File: src/rtl/core_wakeup_ctrl.sv
// Core wake-up controller: decodes L1.5 interrupt packets into HOLD/RUN/IDLE,
// synchronizes IRQs and core reset, gates requests. Optional HOLD timeout via CORE_WAKEUP_TIMEOUT_EN.
module core_wakeup_ctrl #(
    parameter int NUM_IRQ     = 4,
    parameter int SYNC_STAGES = 2,
    parameter int CNT_WIDTH   = 16
) (
    input  logic               clk_i,
    input  logic               reset_l,
    input  logic [NUM_IRQ-1:0] irq_i,
    input  logic               rtrn_val_i,
    input  logic               rtrn_int_i,
    input  logic [17:0]        rtrn_data_i,
    input  logic               req_val_i,
    output logic               req_val_o,
    output logic [NUM_IRQ-1:0] irq_o,
    output logic               core_rst_no,
    output logic [1:0]         state_o
);

    localparam logic [1:0] HOLD = 2'd0;
    localparam logic [1:0] RUN  = 2'd1;
    localparam logic [1:0] IDLE = 2'd2;

    logic [1:0] state;
    logic [1:0] state_nxt;
    logic       pkt;
    logic       pkt_por;
    logic       pkt_idle;
    logic       pkt_resume;
    logic       timeout;
    logic       unused_data;

    // Only the type field and the POR thread id matter; the rest of the payload is ignored.
    assign unused_data = ^rtrn_data_i[15:6];

    assign pkt        = rtrn_val_i & rtrn_int_i;
    assign pkt_por    = pkt & (rtrn_data_i[17:16] == 2'b01) & (rtrn_data_i[5:0] == 6'b000001);
    assign pkt_idle   = pkt & (rtrn_data_i[17:16] == 2'b10);
    assign pkt_resume = pkt & (rtrn_data_i[17:16] == 2'b11);

`ifdef CORE_WAKEUP_TIMEOUT_EN
    logic [CNT_WIDTH-1:0] cnt;

    // Counts only while held; saturates on MSB and is cleared only by reset.
    always_ff @(posedge clk_i or negedge reset_l) begin
        if (!reset_l) begin
            cnt <= '0;
        end else if ((state == HOLD) && !cnt[CNT_WIDTH-1]) begin
            cnt <= cnt + {{(CNT_WIDTH-1){1'b0}}, 1'b1};
        end
    end

    assign timeout = cnt[CNT_WIDTH-1];
`else
    assign timeout = 1'b0;
`endif

    always_comb begin
        state_nxt = state;
        case (state)
            HOLD:    if (pkt_por || timeout)       state_nxt = RUN;
            RUN:     if (pkt_idle)                 state_nxt = IDLE;
            IDLE:    if (pkt_resume || pkt_por)    state_nxt = RUN;
            default: state_nxt = HOLD;
        endcase
    end

    always_ff @(posedge clk_i or negedge reset_l) begin
        if (!reset_l) begin
            state <= HOLD;
        end else begin
            state <= state_nxt;
        end
    end

    // Core reset release: leaving HOLD is the presync level, so release is synchronous.
    logic [SYNC_STAGES-1:0] rst_sync;

    always_ff @(posedge clk_i or negedge reset_l) begin
        if (!reset_l) begin
            rst_sync <= '0;
        end else begin
            rst_sync <= {rst_sync[SYNC_STAGES-2:0], (state != HOLD)};
        end
    end

    assign core_rst_no = rst_sync[SYNC_STAGES-1];

    logic [NUM_IRQ-1:0] irq_sync [SYNC_STAGES];

    always_ff @(posedge clk_i or negedge reset_l) begin
        if (!reset_l) begin
            for (int i = 0; i < SYNC_STAGES; i++) begin
                irq_sync[i] <= '0;
            end
        end else begin
            irq_sync[0] <= irq_i;
            for (int i = 1; i < SYNC_STAGES; i++) begin
                irq_sync[i] <= irq_sync[i-1];
            end
        end
    end

    assign irq_o     = irq_sync[SYNC_STAGES-1];
    assign req_val_o = req_val_i & (state == RUN) & core_rst_no;
    assign state_o   = state;

endmodule
File: config.mk
export PLATFORM = sky130hd
export DESIGN_NAME = core_wakeup_ctrl
export DESIGN_NICKNAME = d
export VERILOG_FILES = /design/src/rtl/core_wakeup_ctrl.sv
export SDC_FILE = /design/constraint.sdc
export NUM_CORES = 1
export LEC_CHECK = 0
export CAP_MARGIN = 30
export CORE_MARGIN = 2
export CORE_UTILIZATION = 31
export DETAILED_ROUTE_END_ITERATION = 10
export PLACE_DENSITY = 0.75
export RECOVER_POWER = 25
export SYNTH_ARGS = -nofsm -noshare
export SYNTH_HDL_FRONTEND = slang
export SYNTH_SLANG_ARGS = --single-unit
File: constraint.sdc
create_clock -name clk_i -period 1.43 [get_ports clk_i]
set_clock_uncertainty 0.05 [all_clocks]
set_input_delay 0.2145 -clock clk_i [delete_from_list [all_inputs] [get_ports clk_i]]
set_output_delay 0.2145 -clock clk_i [all_outputs]
set_load 0.005 [all_outputs]
# == Word level (Yosys, flattened, before mapping) ==
# Index checks and enable logic that the tools add are counted.
# classes
n_bitwise,7
n_reduce_logical,4
muxes,4
n_eq_ne,9
# ops
operator,count
bitwise AND 1 bit,7
"equality test 2 bit, second input constant",3
"equality test 6 x 1 -> 1 bit, second input constant",1
two-way mux 2 bit,3
"inequality test 2 bit, second input constant",3
case mux 2 bit (3 select lines),1
"equality test 2 x 1 -> 1 bit, second input constant",2
AND reduction 3 bit,1
logical NOT 2 bit,1
nonzero test 2 bit,1
logical OR 1 bit,1
# totals
word_cells,28
input_bits,27
ff_bits,12

# == Logic depth before layout (Yosys ltp) ==
# Gate-level depths: netlist of run 1.
# depth
word_depth,6
ltp_mapped,3
ltp_nobuf,3

# == Worst setup path before layout of run 1 ==
# Ideal clock, no wire load.
# synth_timing
path_kind,register -> register
from,"register state[1], in the netlist state_o[1]"
to,"register state[1], in the netlist state_o[1]"
setup_time_ns,0.066
path_stages_with_launch,4
period_less_slack_ns,1.146
setup_slack_ns,0.284
t_arrival_ns,1.030
n_path_buf,0
required_ns,1.314
path_cell_list,dfrtp_1 > nand2b_1 > o41ai_1 > o31a_1
# synth_between
elab_chain_len,3
# synth_rtl
element,line,source
start: declaration,25,logic [1:0] state;
start signal: assignment,73,state <= state_nxt;
equality test 2 bit (tied with other cells),61,case (state)
inequality test 2 bit (no line),-,
AND reduction 3 bit (no line),-,
# Several ways; a longest one is shown, not always the timed one.
# A chain may end at the register's enable or synchronous reset.

# == Worst setup path in the final report of run 1 ==
# layout_timing
from,register rst_sync[1]
to,output port core_rst_no
# layout_rtl
element,line,source
start: declaration,78,logic [SYNC_STAGES-1:0] rst_sync;
start signal: assignment,84,"rst_sync <= {rst_sync[SYNC_STAGES-2:0], (state != HOLD)};"
end: declaration,17,"output logic core_rst_no,"
# No word-level cell between the ends.

==> out/metrics.yaml, run 1 <==
outcome:
  status: "finished, final reports clean"
clocking:
  cts_made_buffers: 3
  cts.path.max_buffers: 2
  cts_tree: "built"
  postCtsHoldBufs: 0
  clock_latency_ps: 270
  htree_levels: 1
  clockRootBuffer: "clkbuf_4"
  post_cts_resized: 3
  path_clk_slew_ps: 70
  clock-sinks: 12
  cts_setup_buffers: 0
worst_setup_path:
  worstSetupStartpointType: "flop"
  reg2reg_from: "state_o[1]$_DFFE_PN0P_"
  crit_chain: "clkdlybuf4s50_1"
  crit_arrival_ps: 1110
  critical-path-max-stage-delay_ps: 500
  crit_path_end_kind: "output port"
  slowest_stage: "clkdlybuf4s50_1"
  path_depth: 1
  rr_worst_depth: 3
  critPathRequiredTime_ps: 1170
  r2r_setup_slack_ps: 300
  worstSetupPathType: "reg -> out"
  critPathLaunch: "rst_sync[1]$_DFF_PN0_"
  critical_path.endpoint: "core_rst_no"
  critPathMaxFanout: 2
  critPathTopFamily: "buffers and inverters"
  path_buf_inv: 1
  reg2reg_to: "state_o[1]$_DFFE_PN0P_"
sta:
  rsz0062_at_grt: "no"
  relSlewSlack: 0.664
  final_hold_viol_count: 0
  worst_pin_slew_ps: 503
  drv_slew: 0
  fin_crit_sh: 0.965
  max_freq_ghz: 0.725
  post-route-min-period_ps: 1380
  setup_violations: 0
logic_synthesis:
  async_flop_share: 1.00
  synthDominantCellAreaShare: 0.647
  synthCells: 34
  synthFlopType: "dfrtp_1"
  synth_cell_types: 15
  syn_avg_cell_area_um2: 13.7
  synth_commonest_cells: "dfrtp_1 (12), buf_4 (4), inv_1 (3)"
  yosys_warnings: 0
  ys_ff_latch: 12
  synth_area_um2: 464
  synth-edff-count: 0
  synth_most_common_cell: "dfrtp_1"
  synth_seq_area_share: 0.647
  yosys.area.top_type: "dfrtp_1"
  netlist_top_cells_area: "dfrtp_1 (65%), buf_4 (6.5%), nor4b_4 (5.1%), o41ai_2 (3.5%), a22oi_2 (2.7%)"
  syn_nets: 61
drt:
  ant_nets: 0
  drc_errors: 0
  routedWlPerCell_um: 11.2
  num_vias: 359
  drt-total-wl_um: 866
  first_pass_iters: 2
  first_iter_violations: 5
  viasPerCell: 4.66
floorplanning:
  rows: 13
  io-pin-count: 35
  fp.dieH_um: 42.7
  fp.dieArea_um2: 1820
  core_um2: 1350
  start_util: 0.344
  die_w_um: 42.7
power_and_ir_drop:
  irDropWorstVdd_v: 0.000497
  power_uw: 870
  intPower_uw: 673
  power_frac_comb: 0.236
  seq_power_share: 0.463
  net-switching-power_uw: 197
  power_frac_clock: 0.301
  swShare: 0.226
  p_leak_uw: 0.000342
  p_per_area_nw_per_um2: 1140
global_route:
  grt_pass1_wl_um: 1530
  grt.overflow.total: 0
  grt_max_degree: 13
  grt_pass1_vias: 370
  antenna_found_initial: 0
  grtUsageTotal: 0.116
placed_design:
  io_buffer_count: 24
  hpwl_um: 712
  place_congestion: 0.696
  placed_cell_area_um2: 723
flow_run:
  maxCapViolations: 0
layout:
  layout-drive-gt1-share: 0.210
  final_nets: 90
  design_area_um2: 764
  fill_cells: 108
  diodes: 0
  area_delta_synth_final_pct: 64.7
hold_path:
  hold_class: "in -> async"
how the worst min path moves through the flow:
stage / cells past startpoint / startpoint / endpoint / slack [ps]
final: 1 / reset_l / irq_o[2]$_DFF_PN0_ / 230
after global routing: 1 / reset_l / rst_sync[1]$_DFF_PN0_ / 250
after CTS: 1 / reset_l / irq_o[2]$_DFF_PN0_ / 240
after detailed placement: 0 / irq_sync[7]$_DFF_PN0_ / irq_o[3]$_DFF_PN0_ / 290
after global placement: 0 / irq_sync[5]$_DFF_PN0_ / irq_o[1]$_DFF_PN0_ / 280
after floorplan: 0 / reset_l / irq_o[0]$_DFF_PN0_ / -130
cell families after synthesis:
| group | share of synthesized area |
|---|---|
| compound gates | 0.129 |
| flops | 0.647 |
| buf+inv | 0.0889 |
| simple gates | 0.135 |
cell type report:
class | instances | area (um2) | share of cell area
sequential | 12 | 300 | 0.393
clock buffer | 4 | 36.3 | 0.0475
timing repair buffer | 28 | 268 | 0.350
multi-input combinational | 15 | 130 | 0.170
inverter | 3 | 11.3 | 0.0147
tap | 15 | 18.8 | 0.0245
through the flow:
step                      TNS (ps)  instances  setup WS, ps   util  hold WS, ps
after floorplan                  0         34           284      -         -131
after detailed placement      -266         73          -116  0.536          287
after global routing             0         77          6.27  0.566          252
after CTS                        0         77          17.5  0.560          238
after global placement        -248         73          -112  0.536          282
final                            0         77          50.7  0.566          225
layout by cell type, fill, tap and decap left out:
cell type / Yosys / layout
o41ai_1: 1 / 1
clkdlybuf4s15_1: 0 / 1
nor3_1: 1 / 1
o31a_1: 1 / 1
a22oi_2: 1 / 1
clkbuf_4: 0 / 3
o41ai_2: 1 / 1
clkbuf_8: 0 / 1
o311ai_1: 1 / 1
a21oi_1: 1 / 1
nand2b_1: 2 / 1
dfrtp_1: 12 / 12
or2_2: 1 / 1
dlygate4sd2_1: 0 / 2
buf_4: 4 / 4
nand2b_4: 0 / 1
nor2_1: 2 / 2
dlygate4sd3_1: 0 / 4
nor4b_4: 1 / 1
clkdlybuf4s50_1: 0 / 17
nand2_1: 2 / 2
inv_1: 3 / 3
power by group through the flow:
stage	registers, uW	clock network [uW]	logic, uW
after floorplan	416	0	62.4
after global placement	405	0	208
after detailed placement	407	0	213
after CTS	401	268	205
after global routing	410	285	226
final	403	261	206
sequential cells by signal, indices dropped and copies added (netlist names):
| register | cells |
|---|---|
| irq_o | 4 |
| irq_sync | 4 |
| rst_sync | 2 |
| state_o | 2 |
per-layer routing:
metal | global-route usage | vias to the layer above | part of all wire
li1 | - | 168 | -
met1 | 0.142 | 178 | 0.44
met2 | 0.164 | 11 | 0.51
met3 | 0.0511 | 2 | 0.039
met4 | 0.0750 | 0 | 0.0092
met5 | 0 | - | 0
Power figures use the tool's default switching activity.
==> run 2, diff against run 1 <==
--- a/config.mk
+++ b/config.mk
@@ -7,10 +7,11 @@
 export LEC_CHECK = 0
 export CAP_MARGIN = 30
 export CORE_MARGIN = 2
-export CORE_UTILIZATION = 31
+export CORE_UTILIZATION = 34
 export DETAILED_ROUTE_END_ITERATION = 10
-export PLACE_DENSITY = 0.75
+export PLACE_DENSITY = 0.81
 export RECOVER_POWER = 25
+export SLEW_MARGIN = 20
 export SYNTH_ARGS = -nofsm -noshare
 export SYNTH_HDL_FRONTEND = slang
 export SYNTH_SLANG_ARGS = --single-unit
==> constraint.sdc (replaced) <==
create_clock -name clk_i -period 1.7 [get_ports clk_i]
set_clock_uncertainty 0.05 [all_clocks]
set_input_delay 0.255 -clock clk_i [delete_from_list [all_inputs] [get_ports clk_i]]
set_output_delay 0.255 -clock clk_i [all_outputs]
set_load 0.005 [all_outputs]
==> run 2 against run 1 <==
Sequential power fell by 15%. Total power down 18%. Worst hold slack improved by 44 ps. Sequential share of layout area is 1.5 points higher. Worst setup slack better by 98 ps. Clock power fell by 17%. Critical endpoint is now state_o[1].
==> out/metrics.yaml, run 2 (synthesis results as in run 1) <==
power_and_ir_drop:
  swShare: 0.220  # -0.00599
  p_per_area_nw_per_um2: 975  # -14%
  irDropWorstVdd_v: 0.000465  # -6.3%
  seq_power_share: 0.475  # +0.012
  intPower_uw: 559  # -17%
  net-switching-power_uw: 158  # -20%
  power_frac_comb: 0.224  # -0.012
  power_frac_clock: 0.301  # about the same
  p_leak_uw: 0.000320  # -6.4%
drt:
  first_pass_iters: 4  # +2
  drc_errors: 0  # unchanged
  ant_nets: 0  # unchanged
  num_vias: 339  # -5.6%
  drt-total-wl_um: 823  # -5.0%
  routedWlPerCell_um: 11.1  # -1.1%
  first_iter_violations: 5  # unchanged
  viasPerCell: 4.58  # -1.7%
worst_setup_path:
  rr_worst_depth: 3  # unchanged
  worstSetupStartpointType: "flop"
  r2r_setup_slack_ps: 480  # +180 ps
  crit_path_end_kind: "output port"
  slowest_stage: "clkdlybuf4s50_1"
  reg2reg_from: "state_o[1]$_DFFE_PN0P_"
  reg2reg_to: "state_o[1]$_DFFE_PN0P_"
  crit_arrival_ps: 1250  # +140 ps
  worstSetupPathType: "reg -> out"
  critPathRequiredTime_ps: 1390  # +220 ps
  critical-path-max-stage-delay_ps: 500  # about the same
  critPathMaxFanout: 5  # +3
  crit_chain: "buf_4 > clkdlybuf4s50_1"
global_route:
  grt.overflow.total: 0  # unchanged
  antenna_found_initial: 0  # unchanged
  grt_pass1_wl_um: 1300  # -15%
  grt_max_degree: 13  # unchanged
  grt_pass1_vias: 316  # -15%
  grtUsageTotal: 0.120  # +0.00417
floorplanning:
  core_um2: 1280  # -4.8%
  io-pin-count: 35  # unchanged
  fp.dieH_um: 41.0  # -4.1%
  die_w_um: 41.0  # -4.1%
  start_util: 0.361  # +0.0174
  fp.dieArea_um2: 1680  # -8.0%
  rows: 13  # unchanged
sta:
  hold_ws_ps: 270  # +44.1 ps
  rsz0062_at_grt: "no"
  max_freq_ghz: 0.645
  worst_pin_slew_ps: 490  # -13.0 ps
  post-route-min-period_ps: 1550
  final_hold_viol_count: 0  # unchanged
  tns_ps: 0  # unchanged
  drv_slew: 0  # unchanged
  fin_ws_ps: 149  # +97.9 ps
  setup_violations: 0  # unchanged
  relSlewSlack: 0.672  # +0.00871
  fin_crit_sh: 0.913
flow_run:
  maxCapViolations: 0  # unchanged
clocking:
  clock-sinks: 12  # unchanged
  path_clk_slew_ps: 70  # about the same
  clock_latency_ps: 260  # about the same
  postCtsHoldBufs: 0  # unchanged
  cts_made_buffers: 3  # unchanged
  clockRootBuffer: "clkbuf_4"
  cts_tree: "built"
  htree_levels: 1  # unchanged
  cts.path.max_buffers: 2  # unchanged
placed_design:
  dp_cells: 69  # -5.5%
  hpwl_um: 610  # -14%
  io_buffer_count: 24  # unchanged
  place_congestion: 0.708  # +1.8%
  pre_cts_ws_ps: 74.2  # +191 ps
layout:
  utilization: 0.573  # +0.00628
  final_cell_mix: "clkdlybuf4s50_1 (20), dfrtp_1 (12), inv_1 (3), clkbuf_4 (3), dlygate4sd3_1 (3)"
  area_delta_synth_final_pct: 58.5
  final_cells: 74  # -3.9%
  layout-drive-gt1-share: 0.153  # -0.0571
  fill_cells: 98  # -9.3%
  final_nets: 87  # -3.3%
  final_common_cell: "clkdlybuf4s50_1"
  diodes: 0  # unchanged
hold_path:
  hold_class: "in -> async"
outcome:
  status: "finished, final reports clean"
==> run 2: cell count changes in the layout (fill, tap and decap cells not counted) <==
cell	previous run	this run
buf_4	4	1
clkdlybuf4s50_1	17	20
clkdlybuf4s15_1	1	0
dlygate4sd2_1	2	1
dlygate4sd3_1	4	3
nand2b_1	1	2
nand2b_4	1	0
==> run 2: worst max-delay path by stage <==
stage	startpoint	to	slack (ps)	depth (start not counted)
floorplan	state_o[1]$_DFFE_PN0P_	state_o[1]$_DFFE_PN0P_	550	3
global placement	req_val_i	req_val_o	80	4
detailed placement	req_val_i	req_val_o	70	4
CTS	state_o[1]$_DFFE_PN0P_	state_o[1]	140	2
global route	state_o[1]$_DFFE_PN0P_	state_o[1]	90	2
finish	state_o[1]$_DFFE_PN0P_	state_o[1]	150	2
==> run 2: what timing repair did <==
item | in CTS | in global routing
endpoints found under the setup margin | 1 | 0
setup buffers | 1 | 0
gates resized for setup | 1 | 0
==> run 2: area by class of cell <==
cell class              count  area, um2  area share
clock buffers               4       36.3      0.0493
inverters                   3       11.3      0.0153
multi-input cells          15        123       0.167
flip-flops and latches     12        300       0.408
well taps                  15       18.8      0.0255
repair buffers             25        246       0.335
==> run 2: metrics by stage <==
stage | instance area, um2 | power, uW
detailed placement | 693 | 500
CTS | 736 | 731
global placement | 693 | 496
finish | 736 | 717
global route | 736 | 759
floorplan | 464 | 403
==> run 2: layer usage <==
metal  track usage  part of all wire  wire (um)
met3        0.0272             0.045         37
met2         0.203              0.56        457
met4        0.0583                 0          0
met1         0.141              0.40        329
met5             0                 0          0
==> run 2: critical path, delay by kind of cell (launching register included) <==
family | cells | cell delay (ps)
flops | 1 | 350
buf+inv | 2 | 630
==> run 2: power groups by stage <==
stage,clock (uW),combinational (uW),sequential (uW)
floorplan,0,52.5,350
global placement,0,145,351
detailed placement,0,148,352
CTS,226,164,341
global route,239,175,345
finish,216,161,341
==> run 3, diff against run 2 <==
==> constraint.sdc (replaced) <==
create_clock -name clk_i -period 1.93 [get_ports clk_i]
set_clock_uncertainty 0.05 [all_clocks]
set_input_delay 0.2895 -clock clk_i [delete_from_list [all_inputs] [get_ports clk_i]]
set_output_delay 0.2895 -clock clk_i [all_outputs]
set_load 0.005 [all_outputs]
==> run 3 against run 2 <==
Total power shrank 13%. Global-route usage decreased by 0.34 points. Critical path depth rose by 1. Clock power is 12% lower. Core utilization fell by 0.49 points. Sequential power fell by 11%. Final area decreased by 0.85%. First-iteration DRC count stayed put. Via count fell by 2.1%. Largest power group unchanged.
==> out/metrics.yaml, run 3 (synthesis results as in run 1) <==
worst_setup_path:
  critPathMaxFanout: 6  # +1
  reg2reg_from: "state_o[1]$_DFFE_PN0P_"
  worstSetupPathType: "reg -> out"
  r2r_setup_slack_ps: 640  # +160 ps
  crit_chain: "nand2b_1 > nor2_1 > clkdlybuf4s50_1"
  crit_arrival_ps: 1470  # +220 ps
  critical_path.endpoint: "req_val_o"
  reg2reg_to: "state_o[1]$_DFFE_PN0P_"
  critical-path-max-stage-delay_ps: 500  # about the same
  slowest_stage: "clkdlybuf4s50_1"
  critPathRequiredTime_ps: 1590  # +200 ps
  rr_worst_depth: 3  # unchanged
  crit_path_end_kind: "output port"
  worstSetupStartpointType: "flop"
  critPathLaunch: "state_o[1]$_DFFE_PN0P_"
sta:
  final_hold_viol_count: 0  # unchanged
  worst_pin_slew_ps: 490  # -0.141 ps
  post-route-min-period_ps: 1810
  relSlewSlack: 0.672  # about the same
  setup_violations: 0  # unchanged
  drv_slew: 0  # unchanged
  tns_ps: 0  # unchanged
  rsz0062_at_grt: "no"
  max_freq_ghz: 0.552
  fin_crit_sh: 0.939
clocking:
  path_clk_slew_ps: 70  # about the same
  cts.path.max_buffers: 2  # unchanged
  post_cts_resized: 0  # -1
  clock_latency_ps: 260  # about the same
  cts_setup_buffers: 0  # -1
  htree_levels: 1  # unchanged
  clockRootBuffer: "clkbuf_4"
  clock-sinks: 12  # unchanged
  postCtsHoldBufs: 0  # unchanged
  cts_made_buffers: 3  # unchanged
  cts_tree: "built"
floorplanning:
  core_um2: 1280  # unchanged
  fp.dieH_um: 41.0  # unchanged
  io-pin-count: 35  # unchanged
  start_util: 0.361  # unchanged
  die_w_um: 41.0  # unchanged
  rows: 13  # unchanged
  fp.dieArea_um2: 1680  # unchanged
placed_design:
  placed_cell_area_um2: 693  # unchanged
  io_buffer_count: 24  # unchanged
  place_congestion: 0.708  # unchanged
  hpwl_um: 610  # unchanged
drt:
  routedWlPerCell_um: 10.9  # -1.6%
  viasPerCell: 4.55  # -0.72%
  drt-total-wl_um: 799  # -2.9%
  first_pass_iters: 4  # unchanged
  first_iter_violations: 5  # unchanged
  drc_errors: 0  # unchanged
  ant_nets: 0  # unchanged
  num_vias: 332  # -2.1%
outcome:
  status: "finished, final reports clean"
global_route:
  grt_pass1_wl_um: 1260  # -3.2%
  met1_usage: 0.141  # unchanged
  grt_pass1_vias: 305  # -3.5%
  grt.overflow.total: 0  # unchanged
  grtUsageTotal: 0.117  # -0.00343
  grt_use_met2: 0.191  # -0.0117
  busiest_layer: "met2"
  grt_max_degree: 13  # unchanged
  antenna_found_initial: 0  # unchanged
  use_met3: 0.0272  # unchanged
power_and_ir_drop:
  irDropWorstVdd_v: 0.000409  # -12%
  p_leak_uw: 0.000310  # -3.2%
  p_per_area_nw_per_um2: 855  # -12%
layout:
  final_common_cell: "clkdlybuf4s50_1"
  final_cell_mix: "clkdlybuf4s50_1 (21), dfrtp_1 (12), inv_1 (3), clkbuf_4 (3), dlygate4sd3_1 (3)"
  design_area_um2: 729  # -0.85%
  fill_cells: 97  # -1.0%
  final_nets: 86  # -1.1%
  layout-drive-gt1-share: 0.138  # -0.0146
  area_delta_synth_final_pct: 57.1
  diodes: 0  # unchanged
flow_run:
  maxCapViolations: 0  # unchanged
hold_path:
  hold_class: "in -> async"
-- run 3: how the worst min path moves through the flow --
stage	end	cells after the start
floorplan	irq_o[0]$_DFF_PN0_	0
global placement	irq_o[1]$_DFF_PN0_	0
detailed placement	irq_o[0]$_DFF_PN0_	0
CTS	irq_o[0]$_DFF_PN0_	0
global route	irq_o[2]$_DFF_PN0_	0
finish	irq_o[2]$_DFF_PN0_	1
-- run 3: critical path, delay by kind of cell, from the launching register on --
kind                   cells  cell delay [ps]
flip-flops                 1              430
AND/OR/NAND/NOR            2              280
buffers and inverters      1              500
-- run 3: power by group --
| part | leakage, uW | switching [uW] | total, uW | internal, uW |
|---|---|---|---|---|
| Sequential | 0.000148 | 20.4 | 305 | 284 |
| Combinational | 0.000141 | 40.7 | 129 | 88.1 |
| Clock | 0.0000210 | 75.8 | 190 | 114 |
| Total | 0.000310 | 137 | 624 | 487 |
-- run 3: cell type report --
class / instances / area (um2) / share of cell area
tap: 15 / 18.8 / 0.0257
inverter: 3 / 11.3 / 0.0154
clock buffer: 4 / 36.3 / 0.0497
multi-input combinational: 15 / 123 / 0.168
sequential: 12 / 300 / 0.412
timing repair buffer: 24 / 240 / 0.329
-- run 3: routing by layer --
layer  wire length [um]  up-vias
li1                   -      160
met1                322      163
met2                440        9
met3                 36        0
met4                  0        0
met5                  0        -
-- run 3: stage by stage --
stage | setup slack [ps] | utilization | total power (uW) | hold WS [ps] | std cells
after floorplan | 784 | - | 355 | -56.1 | 34
final | 119 | 0.568 | 624 | 300 | 73
after global routing | 15.8 | 0.568 | 660 | 306 | 73
after CTS | 96.2 | 0.568 | 636 | 301 | 73
after detailed placement | 235 | 0.539 | 440 | 285 | 69
after global placement | 237 | 0.539 | 437 | 283 | 69
